$ cat src/rtl/rc4_engine.sv
// ---------------------------------------------------------------------------
// rc4_engine
//
// RC4 keystream generator. It runs three phases in sequence and uses an
// external 256x8 single-port synchronous S memory for all of them:
//   1. INIT : S[i] = i for i = 0..255, one write per cycle
//   2. KSA  : key scheduling swap loop using a KEY_BYTES-long key
//   3. PRGA : keystream generation of OUT_LEN bytes, sent over valid/ready
//
// The memory registers its address on the clock edge, and q becomes valid in
// the following cycle. Every read therefore uses two states: RD_x holds the
// address, and s_q is sampled at the end of WAIT_x.
//
// Parameters:
//   KEY_BYTES : secret key length in bytes (1..32)
//   OUT_LEN   : keystream bytes presented per start (1..65535)
//   DROP_N    : keystream bytes discarded before output (RC4_DROP_EN only)
//
// Optional feature macro: RC4_DROP_EN
//   When defined, the first DROP_N PRGA bytes are generated (the swaps are
//   performed) but are not presented. When undefined, DROP_N is ignored.
//
// Ports:
//   clk        : system clock
//   reset_n    : asynchronous active-low reset
//   start      : one-cycle pulse; starts a full run from IDLE or DONE
//   secret_key : key; byte k = secret_key[(KEY_BYTES-1-k)*8 +: 8]
//   s_addr     : S memory address
//   s_wdata    : S memory write data
//   s_wren     : S memory write enable
//   s_q        : S memory read data
//   ks_data    : keystream byte
//   ks_valid   : ks_data valid
//   ks_ready   : consumer accepts ks_data
//   busy       : high from the cycle after start until DONE
//   done       : level; high in DONE, cleared by the next accepted start
// ---------------------------------------------------------------------------
module rc4_engine #(
  parameter int KEY_BYTES = 3,
  parameter int OUT_LEN   = 32,
  parameter int DROP_N    = 256
) (
  input  logic                   clk,
  input  logic                   reset_n,
  input  logic                   start,
  input  logic [KEY_BYTES*8-1:0] secret_key,
  output logic [7:0]             s_addr,
  output logic [7:0]             s_wdata,
  output logic                   s_wren,
  input  logic [7:0]             s_q,
  output logic [7:0]             ks_data,
  output logic                   ks_valid,
  input  logic                   ks_ready,
  output logic                   busy,
  output logic                   done
);

  // Elaboration-time parameter range checks
  if (KEY_BYTES < 1 || KEY_BYTES > 32) begin : g_bad_key_bytes
    $error("rc4_engine: KEY_BYTES must be in 1..32");
  end
  if (OUT_LEN < 1 || OUT_LEN > 65535) begin : g_bad_out_len
    $error("rc4_engine: OUT_LEN must be in 1..65535");
  end
  if (DROP_N < 0 || DROP_N > 65535) begin : g_bad_drop_n
    $error("rc4_engine: DROP_N must be in 0..65535");
  end

  localparam int              KW       = (KEY_BYTES > 1) ? $clog2(KEY_BYTES) : 1;
  localparam logic [KW-1:0]   K_LAST   = KW'(KEY_BYTES - 1);
  localparam logic [15:0]     OUT_LAST = 16'(OUT_LEN - 1);

  typedef enum logic [4:0] {
    ST_IDLE,
    ST_INIT,
    ST_KSA_RD_I,
    ST_KSA_WAIT_I,
    ST_KSA_RD_J,
    ST_KSA_WAIT_J,
    ST_KSA_WR_I,
    ST_KSA_WR_J,
    ST_PRGA_RD_I,
    ST_PRGA_WAIT_I,
    ST_PRGA_RD_J,
    ST_PRGA_WAIT_J,
    ST_PRGA_WR_I,
    ST_PRGA_WR_J,
    ST_PRGA_RD_T,
    ST_PRGA_WAIT_T,
    ST_OUT,
    ST_DONE
  } state_t;

  state_t                 state_reg;
  logic [7:0]             i_reg;
  logic [7:0]             j_reg;
  logic [7:0]             si_reg;
  logic [7:0]             sj_reg;
  logic [KW-1:0]          k_reg;
  logic [15:0]            out_cnt_reg;
  logic [KEY_BYTES*8-1:0] key_reg;

  logic [7:0]             s_addr_reg;
  logic [7:0]             s_wdata_reg;
  logic                   s_wren_reg;
  logic [7:0]             ks_data_reg;
  logic                   ks_valid_reg;
  logic                   busy_reg;
  logic                   done_reg;

  // Split the latched key into bytes; byte 0 is the most significant byte.
  logic [7:0] key_bytes [KEY_BYTES];
  for (genvar gi = 0; gi < KEY_BYTES; gi++) begin : g_key_bytes
    assign key_bytes[gi] = key_reg[(KEY_BYTES-1-gi)*8 +: 8];
  end

  // Key index wraps at KEY_BYTES rather than at a power of two.
  logic [KW-1:0] k_next;
  assign k_next = (k_reg == K_LAST) ? '0 : k_reg + 1'b1;

  // The new j is computed from s_q directly so that its read address can be
  // registered on the same edge that samples S[i].
  logic [7:0] j_ksa;
  logic [7:0] j_prga;
  logic [7:0] i_inc;
  assign j_ksa  = j_reg + s_q + key_bytes[k_reg];
  assign j_prga = j_reg + s_q;
  assign i_inc  = i_reg + 8'd1;

  // drop_byte: the byte just read from S[t] is discarded rather than presented
  logic drop_byte;
`ifdef RC4_DROP_EN
  localparam logic [15:0] DROP_LIMIT = 16'(DROP_N);
  logic [15:0] drop_cnt_reg;
  assign drop_byte = (drop_cnt_reg != DROP_LIMIT);
`else
  assign drop_byte = 1'b0;
`endif

  always_ff @(posedge clk or negedge reset_n) begin
    if (!reset_n) begin
      state_reg    <= ST_IDLE;
      i_reg        <= '0;
      j_reg        <= '0;
      si_reg       <= '0;
      sj_reg       <= '0;
      k_reg        <= '0;
      out_cnt_reg  <= '0;
      key_reg      <= '0;
      s_addr_reg   <= '0;
      s_wdata_reg  <= '0;
      s_wren_reg   <= 1'b0;
      ks_data_reg  <= '0;
      ks_valid_reg <= 1'b0;
      busy_reg     <= 1'b0;
      done_reg     <= 1'b0;
`ifdef RC4_DROP_EN
      drop_cnt_reg <= '0;
`endif
    end else begin
      case (state_reg)
        ST_IDLE, ST_DONE: begin
          if (start) begin
            key_reg     <= secret_key;
            done_reg    <= 1'b0;
            busy_reg    <= 1'b1;
            i_reg       <= '0;
            j_reg       <= '0;
            out_cnt_reg <= '0;
`ifdef RC4_DROP_EN
            drop_cnt_reg <= '0;
`endif
            // First INIT write is already set up when INIT is entered
            s_addr_reg  <= 8'd0;
            s_wdata_reg <= 8'd0;
            s_wren_reg  <= 1'b1;
            state_reg   <= ST_INIT;
          end
        end

        ST_INIT: begin
          if (i_reg == 8'hFF) begin
            s_wren_reg <= 1'b0;
            i_reg      <= '0;
            j_reg      <= '0;
            k_reg      <= '0;
            s_addr_reg <= 8'd0;
            state_reg  <= ST_KSA_RD_I;
          end else begin
            i_reg       <= i_inc;
            s_addr_reg  <= i_inc;
            s_wdata_reg <= i_inc;
          end
        end

        // ---------------- KSA ----------------
        ST_KSA_RD_I: state_reg <= ST_KSA_WAIT_I;

        ST_KSA_WAIT_I: begin
          si_reg     <= s_q;
          j_reg      <= j_ksa;
          s_addr_reg <= j_ksa;
          k_reg      <= k_next;
          state_reg  <= ST_KSA_RD_J;
        end

        ST_KSA_RD_J: state_reg <= ST_KSA_WAIT_J;

        ST_KSA_WAIT_J: begin
          sj_reg      <= s_q;
          s_addr_reg  <= i_reg;
          s_wdata_reg <= s_q;
          s_wren_reg  <= 1'b1;
          state_reg   <= ST_KSA_WR_I;
        end

        ST_KSA_WR_I: begin
          s_addr_reg  <= j_reg;
          s_wdata_reg <= si_reg;
          state_reg   <= ST_KSA_WR_J;
        end

        // With i == j, the second write lands on the same address last,
        // leaving S[i] = si as required.
        ST_KSA_WR_J: begin
          s_wren_reg <= 1'b0;
          if (i_reg == 8'hFF) begin
            // PRGA starts from i = 0, j = 0. Its first step pre-increments i,
            // so i = 1 is loaded directly.
            i_reg      <= 8'd1;
            j_reg      <= '0;
            s_addr_reg <= 8'd1;
            state_reg  <= ST_PRGA_RD_I;
          end else begin
            i_reg      <= i_inc;
            s_addr_reg <= i_inc;
            state_reg  <= ST_KSA_RD_I;
          end
        end

        // ---------------- PRGA ----------------
        ST_PRGA_RD_I: state_reg <= ST_PRGA_WAIT_I;

        ST_PRGA_WAIT_I: begin
          si_reg     <= s_q;
          j_reg      <= j_prga;
          s_addr_reg <= j_prga;
          state_reg  <= ST_PRGA_RD_J;
        end

        ST_PRGA_RD_J: state_reg <= ST_PRGA_WAIT_J;

        ST_PRGA_WAIT_J: begin
          sj_reg      <= s_q;
          s_addr_reg  <= i_reg;
          s_wdata_reg <= s_q;
          s_wren_reg  <= 1'b1;
          state_reg   <= ST_PRGA_WR_I;
        end

        ST_PRGA_WR_I: begin
          s_addr_reg  <= j_reg;
          s_wdata_reg <= si_reg;
          state_reg   <= ST_PRGA_WR_J;
        end

        ST_PRGA_WR_J: begin
          s_wren_reg <= 1'b0;
          s_addr_reg <= si_reg + sj_reg;
          state_reg  <= ST_PRGA_RD_T;
        end

        ST_PRGA_RD_T: state_reg <= ST_PRGA_WAIT_T;

        ST_PRGA_WAIT_T: begin
          if (drop_byte) begin
`ifdef RC4_DROP_EN
            drop_cnt_reg <= drop_cnt_reg + 16'd1;
`endif
            i_reg      <= i_inc;
            s_addr_reg <= i_inc;
            state_reg  <= ST_PRGA_RD_I;
          end else begin
            ks_data_reg  <= s_q;
            ks_valid_reg <= 1'b1;
            state_reg    <= ST_OUT;
          end
        end

        // Holds ks_data/ks_valid until the consumer takes the byte.
        ST_OUT: begin
          if (ks_ready) begin
            ks_valid_reg <= 1'b0;
            out_cnt_reg  <= out_cnt_reg + 16'd1;
            if (out_cnt_reg == OUT_LAST) begin
              done_reg  <= 1'b1;
              busy_reg  <= 1'b0;
              state_reg <= ST_DONE;
            end else begin
              i_reg      <= i_inc;
              s_addr_reg <= i_inc;
              state_reg  <= ST_PRGA_RD_I;
            end
          end
        end

        default: begin
          s_wren_reg   <= 1'b0;
          ks_valid_reg <= 1'b0;
          busy_reg     <= 1'b0;
          state_reg    <= ST_IDLE;
        end
      endcase
    end
  end

  assign s_addr   = s_addr_reg;
  assign s_wdata  = s_wdata_reg;
  assign s_wren   = s_wren_reg;
  assign ks_data  = ks_data_reg;
  assign ks_valid = ks_valid_reg;
  assign busy     = busy_reg;
  assign done     = done_reg;

endmodule

$ cat config.mk
export PLATFORM = sky130hd
export DESIGN_NAME = rc4_engine
export DESIGN_NICKNAME = d
export VERILOG_FILES = /design/src/rtl/rc4_engine.sv
export SDC_FILE = /design/constraint.sdc
export NUM_CORES = 1
export LEC_CHECK = 0
export CORE_ASPECT_RATIO = 0.6
export CORE_UTILIZATION = 40
export DETAILED_ROUTE_END_ITERATION = 12
export PLACE_DENSITY = 0.59
export SLEW_MARGIN = 5
export SYNTH_ARGS = -nofsm -noshare
export SYNTH_HDL_FRONTEND = slang
export SYNTH_SLANG_ARGS = --single-unit
$ cat constraint.sdc
create_clock -name clk -period 9.4 [get_ports clk]
set_clock_uncertainty 0.2 [all_clocks]
set_input_delay 0.94 -clock clk [delete_from_list [all_inputs] [get_ports clk]]
set_output_delay 0.94 -clock clk [all_outputs]
set_load 0.1 [all_outputs]
# After elaboration in Yosys (flattened, before gate mapping)
# Cells that the tools add are included.
# W data, S select, Z words.
dict set report word_totals {
  word_cells 118
  regBits 107
  inputBits 36
}
dict set report op_classes {
  reduce_logical 27
  n_addsub 6
  n_mux 38
  eq_ne 27
  bitwise 4
  n_lt_le_gt_ge 1
}
# op count
set op_table {}
lappend op_table {{$pmux W8 S4} 3}
lappend op_table {{$pmux W5 S17} 1}
lappend op_table {{$mux W8} 9}
lappend op_table {{$pmux W8 S9} 1}
lappend op_table {{$eq A5 B4 Y1 const B} 8}
lappend op_table {{$mux W16} 2}
lappend op_table {{$pmux W16 S2} 1}
lappend op_table {{$add A8 B8 Y8} 3}
lappend op_table {{$eq A5 B3 Y1 const B} 4}
lappend op_table {{$mux W5} 4}
lappend op_table {{$add A16 B1 Y16 const B} 1}
lappend op_table {{$bmux W8 S2} 1}
lappend op_table {{$eq A16 B5 Y1 const B} 1}
lappend op_table {{$reduce_and A4 Y1} 4}
lappend op_table {{$reduce_or A16 Y1} 1}
lappend op_table {{$reduce_and A3 Y1} 5}
lappend op_table {{$reduce_or A15 Y1} 1}
lappend op_table {{$ne A2 B2 Y1 const B} 6}
lappend op_table {{$reduce_bool A4 Y1} 3}
lappend op_table {{$reduce_or A11 Y1} 1}
lappend op_table {{$eq A5 B2 Y1 const B} 2}
lappend op_table {{$eq A5 B5 Y1 const B} 2}
lappend op_table {{$reduce_or A2 Y1} 5}
lappend op_table {{$reduce_bool A9 Y1} 1}
lappend op_table {{19 further kinds} 33}

# Longest topological paths before layout
# Gate-level depths: netlist of run 1.
dict set report logic_depth {
  ltp_word 6
  mapped_depth 13
  ltp_nobuf 12
}

# Worst setup path after synthesis of run 1
# No wires, ideal clock.
dict set report synth_path {
  path_type {in2reg}
  startpoint {input s_q[0]}
  endpoint {register s_addr_reg[7], in the netlist s_addr[7]}
  slack_ns 5.722
  arrival_time_ns 3.347
  stages 12
  path_cell_list {ha_1 -> fa_1 -> a211oi_1 -> o21bai_1 -> a21oi_1 -> xnor2_1 -> ha_1 -> nor2b_1 -> a211o_1 -> a21o_1 -> a31oi_1 -> a31oi_1}
}
dict set report synth_between {
  elab_chain_len 3
}
# element line
set synth_rtl {}
lappend synth_rtl {{start: declaration} 50} ;# input logic [7:0] s_q,
lappend synth_rtl {{$add A8 B8 Y8 (*)} {126, 127}}
lappend synth_rtl {{$add A8 B8 Y8} 126} ;# assign j_ksa = j_reg + s_q + key_bytes[k_reg];
lappend synth_rtl {{$pmux W8 S9 (*)} 161} ;# case (state_reg)
lappend synth_rtl {{end signal: assignment} 191} ;# s_addr_reg <= i_inc;
lappend synth_rtl {{end signal: assignment} 202} ;# s_addr_reg <= j_ksa;
lappend synth_rtl {{end signal: assignment} 211} ;# s_addr_reg <= i_reg;
lappend synth_rtl {{end: declaration} 103} ;# logic [7:0] s_addr_reg;
# Every way passes the cells marked *; elsewhere a longest branch is shown, timed or not.
# A chain may end at the register's enable or synchronous reset.

# Worst setup path after layout of run 1
# Ends and elaborated chain as after synthesis.

==> results of run 1 <==
-- worst register-to-register path: cells and delay by family, from the launching register on --
family / cells / cell delay [ns]
AO/OA/AOI/OAI: 4 / 0.98
adder cells (fa/ha/maj): 2 / 0.69
buffers and inverters: 1 / 0.06
flip-flops: 1 / 0.58
multiplexers: 1 / 0.14
AND/OR/NAND/NOR: 3 / 0.84
-- metrics by stage --
step | instance area, µm² | std cells | util (%) | power, mW
after detailed placement | 7050 | 915 | 45.9 | 2.21
final | 7350 | 930 | 47.8 | 2.63
after CTS | 7350 | 930 | 47.8 | 2.61
after global routing | 7350 | 930 | 47.8 | 2.81
after global placement | 7050 | 915 | 45.9 | 2.17
after floorplan | 6300 | 676 | - | 1.85
-- cell usage in the layout (no fill, tap or decap), types with 7 or more instances in the layout --
| cell | synthesis | layout |
|---|---|---|
| nand2_1 | 144 | 144 |
| dfrtp_1 | 107 | 107 |
| clkdlybuf4s50_1 | 0 | 62 |
| nor2_1 | 43 | 42 |
| o21ai_0 | 31 | 30 |
| a21oi_1 | 30 | 30 |
| xor2_1 | 23 | 23 |
| ha_1 | 23 | 23 |
| nand3_1 | 20 | 20 |
| mux2_2 | 19 | 19 |
| xnor2_1 | 16 | 16 |
| a21o_1 | 14 | 14 |
| inv_1 | 12 | 12 |
| mux2i_1 | 12 | 12 |
| nor3_1 | 11 | 11 |
| a22o_1 | 11 | 11 |
| and3_1 | 9 | 9 |
| clkbuf_16 | 0 | 9 |
| a211oi_1 | 8 | 8 |
| a22oi_1 | 8 | 8 |
| o211ai_1 | 7 | 7 |
-- synth_stat cells, drive strengths merged (4+ instances only) --
library cell  count
a211oi            8
a21o             14
a21oi            30
a221o             4
a222oi            4
a22o             11
a22oi             8
and3              9
buf              16
clkbuf           16
dfrtp           107
ha               23
inv              12
mux2             19
mux2i            12
nand2           144
nand3            20
nand3b            4
nor2             44
nor2b             6
nor3             14
nor3b             4
nor4              4
o211ai            7
o21a              4
o21ai            33
o21bai            5
o22ai             4
or3               4
xnor2            16
xor2             24
-- cell families after synthesis --
group / count (synthesis) / share of synthesized area [%]
and+or+nand+nor: 269 / 19.9
AOI/OAI and AO/OA: 159 / 17.7
DFF: 107 / 42.5
buffers and inverters: 44 / 3.38
xor gates and xnor gates: 40 / 5.68
muxes: 31 / 5.31
adders and majority gates: 26 / 5.52
-- cell type report --
class | count | area, µm²
fillers | 1448 | 8020
multi-input cells | 525 | 3410
flip-flops and latches | 107 | 2680
repair buffers | 68 | 666
clock buffers | 12 | 256
well taps | 203 | 254
clock inverters | 3 | 46.3
inverters | 12 | 45.0
-- worst paths after layout --
check,start,to,depth (start not counted)
setup / recovery,s_q[0],s_addr[7],13
max in group asynchronous,reset_n,i_reg[2],2
min in group asynchronous,reset_n,key_bytes[1],1
hold reg to reg,key_bytes[0],key_bytes[0],2
hold / removal,key_bytes[0],key_bytes[0],2
setup reg to reg,k_reg[1],s_addr[4],11
-- power by group --
group	total, mW	leakage [nW]	switching, mW	internal (mW)
clock	0.392	0.145	0.171	0.221
combinational	1.48	1.85	0.940	0.537
sequential	0.756	1.39	0.152	0.605
total	2.63	3.39	1.26	1.36
-- metal layers --
metal | global-route usage, % | part of all wire (%) | vias up | wire, µm
met5 | 0 | 0 | - | 0
met4 | 3.49 | 0.64 | 0 | 115
met3 | 6.71 | 8.2 | 11 | 1480
met2 | 30.1 | 39 | 187 | 6940
met1 | 36.0 | 52 | 2652 | 9370
li1 | - | - | 2488 | -
==> flow_summary_export.csv, run 1 <==
group,metric,value,unit
power,peakVddDrop,0.276,mV
cts,cts_setup_buffers,0,
timing,setup_viol,0,
outcome,status,"complete, no violations",
routing,routed_wl,17.9,mm
synthesis,synth.distinct_cells,69,
cts,clock_path_buffers,2,
cells_and_area,diodes,0,
placed_design,dp_hpwl,13.1,mm
worst_setup_path,cp-end-kind,"flip-flop",
routing,drt_drc_violations_left,0,
worst_setup_path,critical_path_class,"input port to flip-flop",
cts,ctsRootBufferMaster,"clkbuf_16",
routing,first_pass_iters,6,
cts,cts_buffers,9,
worst_setup_path,crit_required,9.38,ns
cts,numClockSinks,107,
worst_setup_path,r2r_slack,5.75,ns
synthesis,synth_edf_count,0,
cells_and_area,largest_register_ffs,24,
synthesis,synth.area.top_cells,"dfrtp_1 (43%), nand2_1 (8.6%), ha_1 (4.6%)",
placed_design,gp_congestion,0.949,
floorplan,fp-row-count,35,
power,p_leak,3.39,nW
min_path,hp-class,"flip-flop to flip-flop",
cts,htreeDepth,3,
cts,clk_pin_slew_worst_paths,0.07,ns
synthesis,synth_nets,738,
routing,via_count,5338,
timing,min_period,4.17,ns
grt,grt_overflow,0,
synthesis,ys_warn_count,0,
cts,postCtsHoldBufs,0,
timing,rsz0062_at_grt,"false",
cts,cts_resized,0,
timing,achievable-frequency,0.240,GHz
synthesis,synthArstFlopShare,100,%
timing,drv_slew,0,
grt,grt_max_degree,66,
synthesis,yosysSeqAreaShare,42.5,%
cells_and_area,drive_above_1_share,7.29,%
worst_setup_path,cp_num_buf_inv,1,
floorplan,fp.dieArea,16300,µm²
timing,tightest_slew,1.19,ns
worst_setup_path,start_kind,"input port",
worst_setup_path,critical-path-top-delay-family,"compound AO/OA/AOI/OAI gates",
grt,grt_antenna_before_repair,0,
synthesis,syn_area_per_cell,9.32,µm²
routing,routedWlPerCell,19.3,µm
cts,clock_latency,0.35,ns
worst_setup_path,max_stage_delay,0.47,ns
worst_setup_path,cp_max_fo,4,
synthesis,synth_top_cell_area_share,42.5,%
timing,relSlewSlack,20.0,%
cts,cts_tree,"yes",
cells_and_area,syn_to_final_growth,16.8,%
worst_setup_path,critPathSlowestCell,"clkdlybuf4s50_1",
floorplan,die_h,99.2,µm
routing,drt-vias-per-instance,5.74,
timing,min_period_over_period,44.4,%
floorplan,coreArea,15400,µm²
placed_design,port_buffers,63,
floorplan,die_x,164,µm
floorplan,io_pins,64,
flow_run,max_cap_violations,0,
worst_setup_path,crit_chain,"clkdlybuf4s50_1 -> ha_1 -> fa_1 -> a211oi_1 -> o21bai_1 -> a21oi_1 -> xnor2_1 -> ha_1 -> nor2b_1 -> a211o_1 -> a21o_1 -> a31oi_1 -> a31oi_1",
synthesis,synth_area,6300,µm²
floorplan,initial_core_util,41.0,%
grt,grt_pass1_wl,28.5,mm
power,pwr_density_cell,357,nW/µm²
synthesis,ys_ff_latch,107,
timing,setup_ws,5.23,ns
grt,first_global_vias,5123,
cells_and_area,nets,785,
timing,hold-worst-slack,0.280,ns
routing,drtIter0Drc,548,
timing,setup_tns,0,ns
worst_setup_path,cp.arrival,4.15,ns
synthesis,ys.flop_type,"dfrtp_1",
routing,drtAntennaViolNets,0,
placed_design,post-place-ws,4.93,ns
timing,hold_violations,0,
synthesis,yosysTopAreaCell,"dfrtp_1",
grt,grt_usage,22.7,%
synthesis,synthCells,676,
Power figures use the tool's default switching activity.
==> inputs of run 2 (changes only) <==
--- a/config.mk
+++ b/config.mk
@@ -8,7 +8,7 @@
 export CORE_ASPECT_RATIO = 0.6
 export CORE_UTILIZATION = 40
 export DETAILED_ROUTE_END_ITERATION = 12
-export PLACE_DENSITY = 0.59
+export PLACE_DENSITY = 0.61
 export SLEW_MARGIN = 5
 export SYNTH_ARGS = -nofsm -noshare
 export SYNTH_HDL_FRONTEND = slang
==> constraint.sdc (replaced) <==
create_clock -name clk -period 3.7 [get_ports clk]
set_clock_uncertainty 0.2 [all_clocks]
set_input_delay 0.37 -clock clk [delete_from_list [all_inputs] [get_ports clk]]
set_output_delay 0.37 -clock clk [all_outputs]
set_load 0.1 [all_outputs]
==> run 2 against run 1 <==
  * Design area increased by 2.8%
  * Sequential power increased to 2.5 times the previous value
  * Setup slack got worse by 5.1 ns
  * Largest cell class unchanged
==> flow_summary_export.csv, run 2 (synthesis gave the netlist of run 1 again) <==
group,metric,value,unit
cts,clock_path_buffers,2,
floorplan,coreArea,15400,µm²
worst_setup_path,cp_max_fo,4,
worst_setup_path,crit_required,3.70,ns
grt,grt_antenna_before_repair,0,
cts,clock_latency,0.35,ns
power,p_leak,3.52,nW
outcome,status,"complete, no violations",
cts,cts_setup_buffers,0,
cts,cts_tree,"yes",
grt,grt_max_degree,52,
cts,htreeDepth,3,
placed_design,place_area,7250,µm²
min_path,hp-class,"flip-flop to flip-flop",
floorplan,die_h,99.2,µm
grt,grt_overflow,0,
placed_design,post-place-ws,-0.116,ns
grt,grt_pass1_wl,28.7,mm
timing,relSlewSlack,33.0,%
cells_and_area,syn_to_final_growth,20.0,%
timing,tightest_slew,1.00,ns
cts,numClockSinks,107,
cells_and_area,diodes,0,
worst_setup_path,critPathSlowestCell,"clkdlybuf4s50_1",
worst_setup_path,critical-path-top-delay-family,"adder cells",
routing,via_count,5405,
floorplan,fp-row-count,35,
worst_setup_path,critical_path_class,"input port to flip-flop",
grt,first_global_vias,5235,
placed_design,gp_congestion,0.929,
routing,drt_drc_violations_left,0,
cells_and_area,final_common_cell,"nand2_1",
cells_and_area,final_area,7560,µm²
timing,achievable-frequency,0.283,GHz
floorplan,die_x,164,µm
timing,min_period_over_period,95.6,%
routing,drtIter0Drc,626,
routing,routedWlPerCell,18.7,µm
cts,clk_pin_slew_worst_paths,0.07,ns
cells_and_area,drive_above_1_share,11.0,%
timing,drv_slew,0,
timing,min_period,3.54,ns
placed_design,port_buffers,63,
grt,grt_usage,23.1,%
power,peakVddDrop,0.505,mV
timing,hold_violations,0,
routing,drtAntennaViolNets,0,
worst_setup_path,cp.arrival,3.54,ns
worst_setup_path,crit_chain,"clkdlybuf4s50_1 -> ha_1 -> fa_1 -> buf_4 -> xor2_1 -> ha_1 -> nor2b_1 -> o31ai_1 -> a21oi_1 -> xor2_1 -> a22oi_1 -> buf_4 -> a41oi_1",
cells_and_area,nets,812,
cells_and_area,final_cell_mix,"nand2_1 (144), dfrtp_1 (107), clkdlybuf4s50_1 (62)",
worst_setup_path,start_kind,"input port",
cells_and_area,largest_register_ffs,24,
power,pwr_density_cell,895,nW/µm²
timing,setup_tns,0,ns
floorplan,io_pins,64,
timing,setup_ws,0.164,ns
worst_setup_path,max_stage_delay,0.48,ns
placed_design,dp_hpwl,13.6,mm
worst_setup_path,cp-end-kind,"flip-flop",
cts,ctsRootBufferMaster,"clkbuf_16",
timing,rsz0062_at_grt,"false",
floorplan,initial_core_util,41.0,%
timing,setup_viol,0,
worst_setup_path,cp_num_buf_inv,3,
routing,first_pass_iters,7,
cts,cts_buffers,9,
floorplan,fp.dieArea,16300,µm²
routing,drt-vias-per-instance,5.64,
cells_and_area,fill_cells,1418,
flow_run,max_cap_violations,0,
routing,routed_wl,17.9,mm
## run 2: cell types whose count changed in the layout (fill, tap and decap cells not counted)
cell,previous run,this run
dlygate4sd3_1,0,1
clkinv_4,0,2
buf_4,6,32
clkinv_2,0,2
a31oi_1,3,2
a31oi_2,0,1
a211oi_1,8,7
a211oi_2,0,1
bufinv_16,1,0
clkbuf_1,1,0
clkinvlp_4,1,0
## run 2: what timing repair did
action                                 CTS  global route
setup endpoints to repair                0             1
resized for setup                        0             3
hold buffers                             1             0
endpoints found under the hold margin   49             0
## run 2: tightest hold or removal path: cells and delay by family (launching register included)
kind,cells,cell delay (ns)
DFF,1,0.34
and+or+nand+nor,2,0.11
## run 2: final timing paths
kind | from | endpoint | slack [ns] | depth (start not counted)
max in group asynchronous | reset_n | j_reg[3] | 2.01 | 3
setup reg to reg | j_reg[0] | s_addr[6] | 0.23 | 12
min in group asynchronous | reset_n | key_bytes[4] | 0.38 | 2
hold reg to reg | key_bytes[0] | key_bytes[0] | 0.28 | 2
hold / removal | key_bytes[0] | key_bytes[0] | 0.28 | 2
setup / recovery | s_q[0] | s_addr[6] | 0.16 | 13
## run 2: layer usage
layer  GRT usage, %  vias to the layer above  wire (µm)
met2           30.6                      226       6920
met5              0                        -          0
li1               -                     2562          -
met3           6.63                       18       1750
met1           36.6                     2599       9110
met4           4.27                        0        157
## run 2: final cells by class
cell class / count / area [µm²] / share of cell area [%]
inverter: 12 / 45.0 / 0.596
clock inverter: 5 / 36.3 / 0.480
timing repair buffer: 95 / 871 / 11.5
clock buffer: 11 / 253 / 3.34
multi-input combinational: 525 / 3420 / 45.3
sequential: 107 / 2680 / 35.4
tap: 203 / 254 / 3.36
## run 2: stage by stage
stage | power, mW | hold WS (ns) | utilization [%] | cells
2_1_floorplan | 4.70 | -0.126 | - | 676
3_3_place_gp | 5.67 | 0.239 | 47.1 | 941
3_5_place_dp | 5.77 | 0.240 | 47.1 | 941
4_1_cts | 6.73 | 0.285 | 49.1 | 958
5_1_grt | 7.23 | 0.305 | 49.2 | 958
6_report | 6.76 | 0.280 | 49.2 | 958
## run 2: report_power, final
| part | switching [mW] | total, mW | internal (mW) |
|---|---|---|---|
| Combinational | 2.44 | 3.93 | 1.49 |
| Sequential | 0.348 | 1.89 | 1.54 |
| Clock | 0.444 | 0.941 | 0.497 |
==> inputs of run 3 (changes only) <==
--- a/config.mk
+++ b/config.mk
@@ -7,6 +7,7 @@
 export LEC_CHECK = 0
 export CORE_ASPECT_RATIO = 0.6
 export CORE_UTILIZATION = 40
+export CTS_CLUSTER_SIZE = 25
 export DETAILED_ROUTE_END_ITERATION = 12
 export PLACE_DENSITY = 0.61
 export SLEW_MARGIN = 5
==> results of run 3 <==
Same layout as run 2: the final DEF is identical, and so are final timing and power.
